==> config.mk <==
export PLATFORM = sky130hd
export DESIGN_NAME = debug_unit
export DESIGN_NICKNAME = d
export VERILOG_FILES = /design/src/rtl/debug_pkg.sv /design/src/rtl/debug_frame_tx.sv /design/src/rtl/debug_unit.sv
export SDC_FILE = /design/constraint.sdc
export NUM_CORES = 1
export LEC_CHECK = 0
export BUFFER_PORTS_ARGS = -buffer_cell sky130_fd_sc_hd__buf_2
export CAP_MARGIN = 20
export CORE_MARGIN = 8
export CORE_UTILIZATION = 55
export CTS_CLUSTER_SIZE = 12
export DETAILED_ROUTE_END_ITERATION = 8
export GPL_TIMING_DRIVEN = 0
export PLACE_DENSITY = 0.8
export SYNTH_ARGS = -nofsm -noshare
export SYNTH_HDL_FRONTEND = slang
export SYNTH_SLANG_ARGS = --single-unit
==> constraint.sdc <==
create_clock -name clk -period 3.5 [get_ports clk]
set_input_delay 0.525 -clock clk [delete_from_list [all_inputs] [get_ports clk]]
set_output_delay 0.525 -clock clk [all_outputs]
set_load 0.02 [all_outputs]
==> src/rtl/debug_pkg.sv <==
// debug_pkg: shared constants, command codes and FSM states for the debug unit
package debug_pkg;
    localparam int DEBUG_W = 322;
    localparam int N_BYTES = (DEBUG_W + 7) / 8;
    localparam int FRAME_LEN = N_BYTES + 3;
    localparam int SNAP_W = N_BYTES * 8;
    localparam int IDX_W = $clog2(FRAME_LEN + 1);
    localparam logic [7:0] HEADER = 8'hA5;
    localparam logic [7:0] CMD_RUN = 8'h63;
    localparam logic [7:0] CMD_STEP = 8'h73;
    localparam logic [7:0] CMD_PAUSE = 8'h70;
    localparam logic [7:0] CMD_DUMP = 8'h64;
    typedef enum logic [2:0] {IDLE, DECODE, RUN, STEP, SNAP, SEND} state_t;
endpackage

==> src/rtl/debug_frame_tx.sv <==
// debug_frame_tx: latches a snapshot and count, then streams the dump frame into the TX FIFO
module debug_frame_tx
    import debug_pkg::*;
(
    input  logic               clk,
    input  logic               reset,
    input  logic               snap,
    input  logic               active,
    input  logic               tx_full,
    input  logic [DEBUG_W-1:0] debug_signal,
    input  logic [15:0]        count,
    output logic [7:0]         w_data,
    output logic               wr,
    output logic               done
);
    logic [SNAP_W-1:0] snapshot;
    logic [SNAP_W-1:0] shifted;
    logic [15:0]       count_q;
    logic [IDX_W-1:0]  idx;
    logic [IDX_W-1:0]  sel;
    logic [7:0]        cur_byte;

    assign done = idx == IDX_W'(FRAME_LEN);

    // frame byte mux: header, count low/high, then snapshot bytes LSB first
    always_comb begin
        sel = idx - IDX_W'(3);
        shifted = snapshot >> {sel, 3'b000};
        cur_byte = idx == '0 ? HEADER :
                   idx == IDX_W'(1) ? count_q[7:0] :
                   idx == IDX_W'(2) ? count_q[15:8] : shifted[7:0];
    end

    // capture on SNAP; the header goes out during SNAP so the frame starts right after it
    always_ff @(posedge clk) begin
        if (!reset) begin
            snapshot <= '0;
            count_q <= '0;
            idx <= '0;
            wr <= 1'b0;
            w_data <= '0;
        end else begin
            wr <= 1'b0;
            if (snap) begin
                snapshot <= SNAP_W'(debug_signal);
                count_q <= count;
            end
            if (!(snap || active)) begin
                idx <= '0;
            end else if (!tx_full && !done) begin
                wr <= 1'b1;
                w_data <= cur_byte;
                idx <= idx + IDX_W'(1);
            end
        end
    end
endmodule

==> src/rtl/debug_unit.sv <==
// debug_unit: UART command FSM gating the core enable and triggering state dumps
module debug_unit
    import debug_pkg::*;
(
    input  logic               clk,
    input  logic               reset,
    input  logic               rx_empty,
    input  logic [7:0]         r_data,
    output logic               rd,
    input  logic               tx_full,
    output logic [7:0]         w_data,
    output logic               wr,
    input  logic [DEBUG_W-1:0] debug_signal,
    input  logic               halt,
    output logic               enable
);
    state_t      state, next;
    logic [7:0]  cmd;
    logic [15:0] count;
    logic        pop;
    logic        done;

    // next state; rd is registered, so a byte whose pop is in flight is not taken again
    always_comb begin
        next = state;
        pop = 1'b0;
        case (state)
            IDLE: begin
                pop = !rx_empty && !rd;
                next = pop ? DECODE : IDLE;
            end
            DECODE: next = (cmd == CMD_RUN || cmd == CMD_STEP) ?
                           (halt ? SNAP : (cmd == CMD_RUN ? RUN : STEP)) :
                           (cmd == CMD_DUMP ? SNAP : IDLE);
            RUN: begin
                pop = !halt && !rx_empty && !rd;
                next = (halt || (pop && r_data == CMD_PAUSE)) ? SNAP : RUN;
            end
            STEP: next = SNAP;
            SNAP: next = SEND;
            SEND: next = done ? IDLE : SEND;
            default: next = IDLE;
        endcase
    end

    // state register plus registered rd, enable, command latch and enable-cycle counter
    always_ff @(posedge clk) begin
        if (!reset) begin
            state <= IDLE;
            rd <= 1'b0;
            enable <= 1'b0;
            cmd <= '0;
            count <= '0;
        end else begin
            state <= next;
            rd <= pop;
            enable <= next == RUN || next == STEP;
            count <= count + 16'(enable);
            if (state == IDLE && pop) cmd <= r_data;
        end
    end

    debug_frame_tx u_frame_tx (
        .clk(clk),
        .reset(reset),
        .snap(state == SNAP),
        .active(state == SEND),
        .tx_full(tx_full),
        .debug_signal(debug_signal),
        .count(count),
        .w_data(w_data),
        .wr(wr),
        .done(done)
    );
endmodule
======== Yosys cells after proc, flatten, opt, wreduce, memory -nomap -nowiden ========
Cells that the tools add are included.
Widths: inputs -> output; s select.
word-level totals
  bits of input ports ..................... 335
  register bits after elaboration ......... 382
cells by class
  shift-type cells ........................ 1
  multiplexer cells ....................... 13
  $add $sub $neg .......................... 3
  reductions and logical operators ........ 19
  eq/ne operators ......................... 14
operator list
  kind                 number
  $shr 322x9->8        1
  $eq 8x7->1 const B   4
  $mux 8               3
  $pmux 3 s6           1
  $add 16x1->16        1
  $mux 3               5
  $eq 3x2->1 const B   4
  $add 6x1->6 const B  1
  $eq 3x3->1 const B   2
  $eq 6x1->1 const B   1
  $eq 6x2->1 const B   1
  $eq 6x6->1 const B   1
  $logic_and 1x1->1    6
  $logic_not 6->1      1
  $sub 6x2->6 const B  1
  $logic_not 1->1      5
  $logic_or 1x1->1     4
  $reduce_and 2->1     2
  $eq 3x1->1 const B   1
  $logic_not 3->1      1
  $mux 1               3
  $pmux 1 s2           1

======== Depth between registers and ports, before layout ========
Gate-level depths: netlist of run 1.
  depth after elaboration ................. 9
  mapped depth ............................ 14
  depth with buffers taken out ............ 8

======== Cells and area by module ========
Synthesis of run 1 repeated with hierarchy kept, for this count alone.
second synthesis, totals
  cell total of the unflattened synthesis .. 1,637
  area, all modules ....................... 16,822.4 µm²
modules (own cells, without submodules)
  module          instances  cells an instance  area each (µm²)  seq. area each (µm²)
  debug_frame_tx  1          1,488              15,438.6         7,066.8
  debug_unit      1          149                1,383.8          580.6

======== Worst setup path before layout of run 1 ========
OpenSTA, ideal clock, no wires.
  path type ............................... register -> register
  from .................................... register u_frame_tx.idx[0]
  to ...................................... register u_frame_tx.w_data[1]
  required time ........................... 3,368 ps
  stages on the path, launching flop included .. 12
  slack ................................... 826 ps
  arrival ................................. 2,542 ps
  buffers on the path ..................... 4
  path through ............................ dfxtp_1 -> buf_4 -> buf_2 -> inv_1 -> ha_1 -> buf_6 -> buf_6 -> mux4_2 -> a2111oi_2 -> a31oi_1 -> a31oi_1 -> o31ai_1
between the ends
  word-level cells in the longest chain between the ends .. 5
ends and longest elaborated chain
  item                    RTL line              text
  start, declared         debug_frame_tx.sv:19  logic [IDX_W-1:0] idx;
  start signal, assigned  debug_frame_tx.sv:53  idx <= idx + IDX_W'(1);
  $sub 6x2->6             debug_frame_tx.sv:27  sel = idx - IDX_W'(3);
  via u_frame_tx.sel[0]   debug_frame_tx.sv:20  logic [IDX_W-1:0] sel;
  $shr 322x9->8           debug_frame_tx.sv:28  shifted = snapshot >> {sel, 3'b000};
  $mux 8                  debug_frame_tx.sv:31  idx == IDX_W'(2) ? count_q[15:8] : shifted[7:0];
  $mux 8                  debug_frame_tx.sv:30  idx == IDX_W'(1) ? count_q[7:0] :
  $mux 8                  debug_frame_tx.sv:29  cur_byte = idx == '0 ? HEADER :
  end signal, assigned    debug_frame_tx.sv:52  w_data <= cur_byte;
  end, declared           debug_frame_tx.sv:12  output logic [7:0] w_data,
The timed path passes the listed nets, and every way through them passes these cells.
A chain may end at the register's enable or synchronous reset.

======== Worst setup path after layout of run 1 ========
  from .................................... register u_frame_tx.idx[0]
  to ...................................... register u_frame_tx.w_data[2]
The elaborated chain is that of the path after synthesis.

==> flow_metrics.tcl, run 1 <==
set metrics [dict create \
    crit_path_start_kind "register" \
    synth_seq_cells 382 \
    outcome "finished, violations left" \
    rows 63 \
    grt_pass1_vias 16119 \
    end_kind "register" \
    clkLatencyLatePin_ps 520 \
    busiest_layer "met2" \
    drc 0 \
    synth-seq-area-share_pct 46.5 \
    relSlewSlack_pct 28.8 \
    yosysWarnings 0 \
    synth_cell_types 60 \
    place_ws_ps -174 \
    setup_tns_ps -23.9 \
    grtUsageMet2_pct 51.5 \
    layout_min_cycle_time_ps 3520 \
    grt_pass1_wl_um 87000 \
    finalCritPeriodShare_pct 101 \
    dieArea_um2 35700 \
    diodes 0 \
    synth_common_cells "nand2_1, dfxtp_1, a21oi_1, clkbuf_1, mux4_2" \
    hold_path_class "in2reg" \
    yosysMostFrequentCell "nand2_1" \
    use_met1_pct 37.3 \
    wirelength_um 57000 \
    drtIter0Drc 1434 \
    syn-instance-count 1980 \
    leakage_nw 7.17 \
    io_buffers 345 \
    fin_ws_ps -23.9 \
    dpl.hpwl_um 43900 \
    vdd.ir_drop.worst_mv 0.348 \
    syn_to_final_growth_pct 20.9 \
    synthArstFlopShare_pct 0 \
    synth.top_cell.area_share_pct 46.5 \
    clock_skew_ps 8.07 \
    crit_arrival_ps 3930 \
    die_w_um 189 \
    route.vias.total 15974 \
    grt_antenna_before_repair 0 \
    htree_levels 2 \
    maxCapViolations 0 \
    finalHoldViolations 0 \
    crit_fanout 10 \
    syn_nets 2321 \
    clk_root_buffer_cell "clkbuf_16" \
    syn_area_um2 16500 \
    met3_usage_pct 7.30 \
    cts.sinks 382 \
    start_util_pct 55.7 \
    die_y_um 189 \
    cts_tree "done" \
    slew_viol_final 0 \
    synth_top_area_cell "dfxtp_1" \
    critPathKind "reg2reg" \
    core_area_um2 29600 \
    drtAntennaViolNets 0 \
    synth-edff-count 0 \
    p_per_area_nw_per_um2 434 \
    numCtsBuffers 40 \
    nets 2711 \
    path_clk_slew_ps 60 \
    grt_util_all_layers_pct 30.6 \
    max_freq_ghz 0.284 \
    drtPass1Iterations 6 \
    setup_viol 1 \
    synth_area_leaders "dfxtp_1, nand2_1, a21oi_1" \
    drive_gt1_share_pct 23.1 \
    clk_path_buf_depth 3 \
    tightest_slew_ps 1070 \
    fillers 2503 \
    wire_per_inst_um 20.5 \
    syn_avg_cell_area_um2 8.31 \
    grt_max_degree 13 \
    via_per_inst 5.74 \
    critPathRequiredTime_ps 3900 \
    ioPinCount 346 \
    violations "setup timing" \
    routabilityCongestion 0.957 \
    synth_ff_type "dfxtp_1" \
    gr-total-overflow 0 \
]
==> metrics by stage <==
stage	util (%)	area (um^2)	total power [W]	cells	hold slack, ps
floorplan	-	16500	0.00454	1980	431
global placement	63.2	18700	0.00479	2715	438
detailed placement	63.2	18700	0.00479	2715	444
CTS	67.1	19800	0.00864	2778	228
global route	67.3	19900	0.00886	2781	236
finish	67.3	19900	0.00864	2781	237
==> worst paths after layout <==
| kind | from | endpoint | slack, ps | cells after the start |
|---|---|---|---|---|
| worst max-delay path | u_frame_tx.idx[0] | u_frame_tx.w_data[2] | -20 | 11 |
| worst min-delay path | debug_signal[213] | u_frame_tx.snapshot[213] | 240 | 3 |
| worst max register to register | u_frame_tx.idx[0] | u_frame_tx.w_data[2] | -20 | 11 |
| worst min register to register | u_frame_tx.snapshot[256] | u_frame_tx.snapshot[256] | 450 | 2 |
==> where the power goes <==
| part | leakage [nW] | total (W) | internal, W | switching [W] |
|---|---|---|---|---|
| sequential | 3.08 | 0.00436 | 0.00436 | 0.00000605 |
| clock | 0.569 | 0.00394 | 0.00227 | 0.00167 |
| combinational | 3.53 | 0.000338 | 0.000158 | 0.000180 |
==> cell families (layout without fill, tap and decap cells) <==
group	Yosys count	count (layout)	synth area share [%]
adders and majority gates	6	6	0.456
buffers and inverters	161	572	4.43
xor gates and xnor gates	24	24	1.57
AOI/OAI and AO/OA	418	418	13.8
muxes	94	94	11.4
and+or+nand+nor	895	895	21.9
DFF	382	382	46.5
==> worst max-delay path, cell delays in order (launching register included) <==
cell	delay [ps]
dfxtp_1	370
buf_4	190
buf_4	260
clkinvlp_4	200
ha_1	340
buf_6	140
buf_6	190
mux4_2	540
a2111oi_0	790
a311oi_1	110
nand3_1	180
a21oi_1	90
==> cell type report <==
| class | count | area [um^2] | area share (%) |
|---|---|---|---|
| Inverter | 9 | 37.5 | 0.189 |
| Clock buffer | 58 | 1120 | 5.63 |
| Buffer | 152 | 711 | 3.57 |
| Multi-Input combinational cell | 1437 | 8080 | 40.6 |
| Timing Repair Buffer | 348 | 1750 | 8.79 |
| Clock inverter | 5 | 52.6 | 0.264 |
| Sequential cell | 382 | 7650 | 38.4 |
| Tap cell | 390 | 488 | 2.45 |
==> placed cells by master (no fill, tap or decap), types with 9 or more instances in the layout <==
cell | netlist | routed
a21oi_1 | 360 | 360
and2_1 | 9 | 9
buf_2 | 49 | 391
buf_4 | 9 | 12
clkbuf_1 | 88 | 102
clkbuf_16 | 0 | 41
dfxtp_1 | 382 | 382
mux2i_1 | 19 | 17
mux4_2 | 74 | 74
nand2_1 | 765 | 765
nand3_1 | 23 | 23
nand4_1 | 17 | 17
nor2_1 | 43 | 43
xor2_1 | 11 | 11
==> sequential cells by signal, summed over array words and instances, names as in the netlist <==
name / cells
state: 3
u_frame_tx.snapshot: 322
u_frame_tx.idx: 6
enable: 1
u_frame_tx.w_data: 8
u_frame_tx.count_q: 16
rd: 1
count: 16
cmd: 8
u_frame_tx.wr: 1
==> layer usage <==
layer / vias up / wire [um] / share of wire, %
met2: 834 / 27300 / 48
li1: 7466 / - / -
met1: 7530 / 21900 / 38
met5: - / 0 / 0
met3: 144 / 5450 / 9.6
met4: 0 / 2360 / 4.1
==> what timing repair did <==
action,4_1_cts,5_1_grt
hold buffers,0,0
setup endpoints to repair,5,5
buffers inserted,0,3
resized for setup,2,6
(Power assumes the default switching activity.)
==> run 2, diff against run 1 <==
Settings changed: CORE_MARGIN 8 to 2, CORE_UTILIZATION 55 to 35, PLACE_DENSITY 0.8 to default.
==> flow_metrics.tcl, run 2 (synthesized netlist as in run 1, its figures left out) <==
set metrics [dict create \
    crit_fanout 10 \
    slew_viol_final 0 \
    path_clk_slew_ps 60 \
    die_w_um 221 \
    dieArea_um2 48800 \
    drive_gt1_share_pct 23.6 \
    via_per_inst 5.17 \
    crit_arrival_ps 3800 \
    crit_path_start_kind "register" \
    finalHoldViolations 0 \
    clock_skew_ps 10.3 \
    leakage_nw 7.28 \
    syn_to_final_growth_pct 23.9 \
    wirelength_um 60700 \
    clk_path_buf_depth 3 \
    clk_root_buffer_cell "clkbuf_16" \
    holdBufCountCts 0 \
    numCtsBuffers 43 \
    critPathRequiredTime_ps 3940 \
    end_kind "register" \
    io_buffers 345 \
    wire_per_inst_um 20.2 \
    die_y_um 221 \
    mostFrequentLayoutCell "nand2_1" \
    grt_max_degree 13 \
    hold_slack_ps 196 \
    critPathKind "reg2reg" \
    placed_area_um2 18900 \
    diodes 0 \
    tightest_slew_ps 1190 \
    hold_path_class "in2reg" \
    maxCapViolations 0 \
    critPathBufInv 5 \
    layout_min_cycle_time_ps 3350 \
    cpMostUsedCell "buf_6" \
    cp_slowest_cell "a2111oi_1" \
    final_util_pct 43.9 \
    fillers 4756 \
    ioPinCount 346 \
    clkLatencyLatePin_ps 570 \
    grt_pass1_wl_um 90500 \
    path_cells "buf_4, buf_6, clkinvlp_4, ha_1, buf_6, buf_6, mux4_2, a2111oi_1, a311oi_1, nand3_1, a21oi_1" \
    rows 79 \
    drc 0 \
    max_freq_ghz 0.298 \
    grt_util_all_layers_pct 24.3 \
    regMostFlops "u_frame_tx.snapshot" \
    drtIter0Drc 1313 \
    final_cell_area_um2 20400 \
    grt_antenna_before_repair 1 \
    vdd.ir_drop.worst_mv 0.344 \
    p_per_area_nw_per_um2 449 \
    routabilityCongestion 0.888 \
    cts_tree "done" \
    route.vias.total 15577 \
    grt_pass1_vias 15579 \
    dpl.hpwl_um 46800 \
    cts.sinks 382 \
    relSlewSlack_pct 20.5 \
    drtPass1Iterations 5 \
    largest_reg_flops 322 \
    outcome "finished clean" \
    place_ws_ps -289 \
    start_util_pct 35.4 \
    core_area_um2 46500 \
    drtAntennaViolNets 0 \
    critPathMaxStageDelay_ps 700 \
    gr-total-overflow 0 \
    setup_viol 0 \
    htree_levels 2 \
    nets 2714 \
    critPathTopFamily "buffers and inverters" \
    reg_top3 "u_frame_tx.snapshot (322), count (16), u_frame_tx.count_q (16)" \
    mostFrequentLayoutCells "nand2_1, buf_2, dfxtp_1" \
    finalCritPeriodShare_pct 95.8 \
    fin_ws_ps 148 \
]
==> run 2: timing repair <==
item / 4_1_cts / 5_1_grt
endpoints found under the hold margin: 0 / 0
setup buffers: 0 / 3
setup endpoints to repair: 7 / 7
gates resized for setup: 9 / 6
==> run 2: through the flow <==
step | total power (W) | setup TNS [ps] | instances
3_3_place_gp | 0.00480 | -1300 | 2932
6_report | 0.00914 | 0 | 3012
5_1_grt | 0.00940 | -13.0 | 3012
3_5_place_dp | 0.00481 | -1200 | 2932
2_1_floorplan | 0.00454 | 0 | 1980
4_1_cts | 0.00920 | -11.7 | 3009
==> run 2: final cells by class <==
type,count,area (um^2),share of cell area [%]
multi-input cells,1437,8100,39.7
inverters,9,37.5,0.184
clock inverters,8,72.6,0.356
repair buffers,348,1750,8.58
flip-flops and latches,382,7650,37.5
well taps,607,759,3.73
clock buffers,69,1310,6.41
plain buffers,152,718,3.52
==> run 2: metal layers <==
| metal | vias to the layer above | GRT usage, % | wire length [um] |
|---|---|---|---|
| met1 | 7367 | 31.1 | 25500 |
| met4 | 2 | 10.5 | 2470 |
| met2 | 594 | 39.6 | 28200 |
| met3 | 119 | 5.06 | 4530 |
| met5 | - | 0 | 9 |
| li1 | 7495 | - | - |
==> run 2: path summary, 6_finish.rpt <==
| path | end | cells after the start | slack [ps] | from |
|---|---|---|---|---|
| worst max-delay path | u_frame_tx.w_data[5] | 11 | 150 | u_frame_tx.idx[0] |
| worst min-delay path | u_frame_tx.snapshot[273] | 3 | 200 | debug_signal[273] |
| worst max register to register | u_frame_tx.w_data[5] | 11 | 150 | u_frame_tx.idx[0] |
| worst min register to register | u_frame_tx.snapshot[259] | 2 | 450 | u_frame_tx.snapshot[259] |
==> run 2: where the power goes <==
group,switching [W],internal [W]
logic,0.000191,0.000159
clock network,0.00181,0.00262
registers,0.00000627,0.00436
==> run 2: worst min-delay path, stage by stage <==
cell	delay [ps]
buf_2	100
nand2_1	40
a21oi_1	50
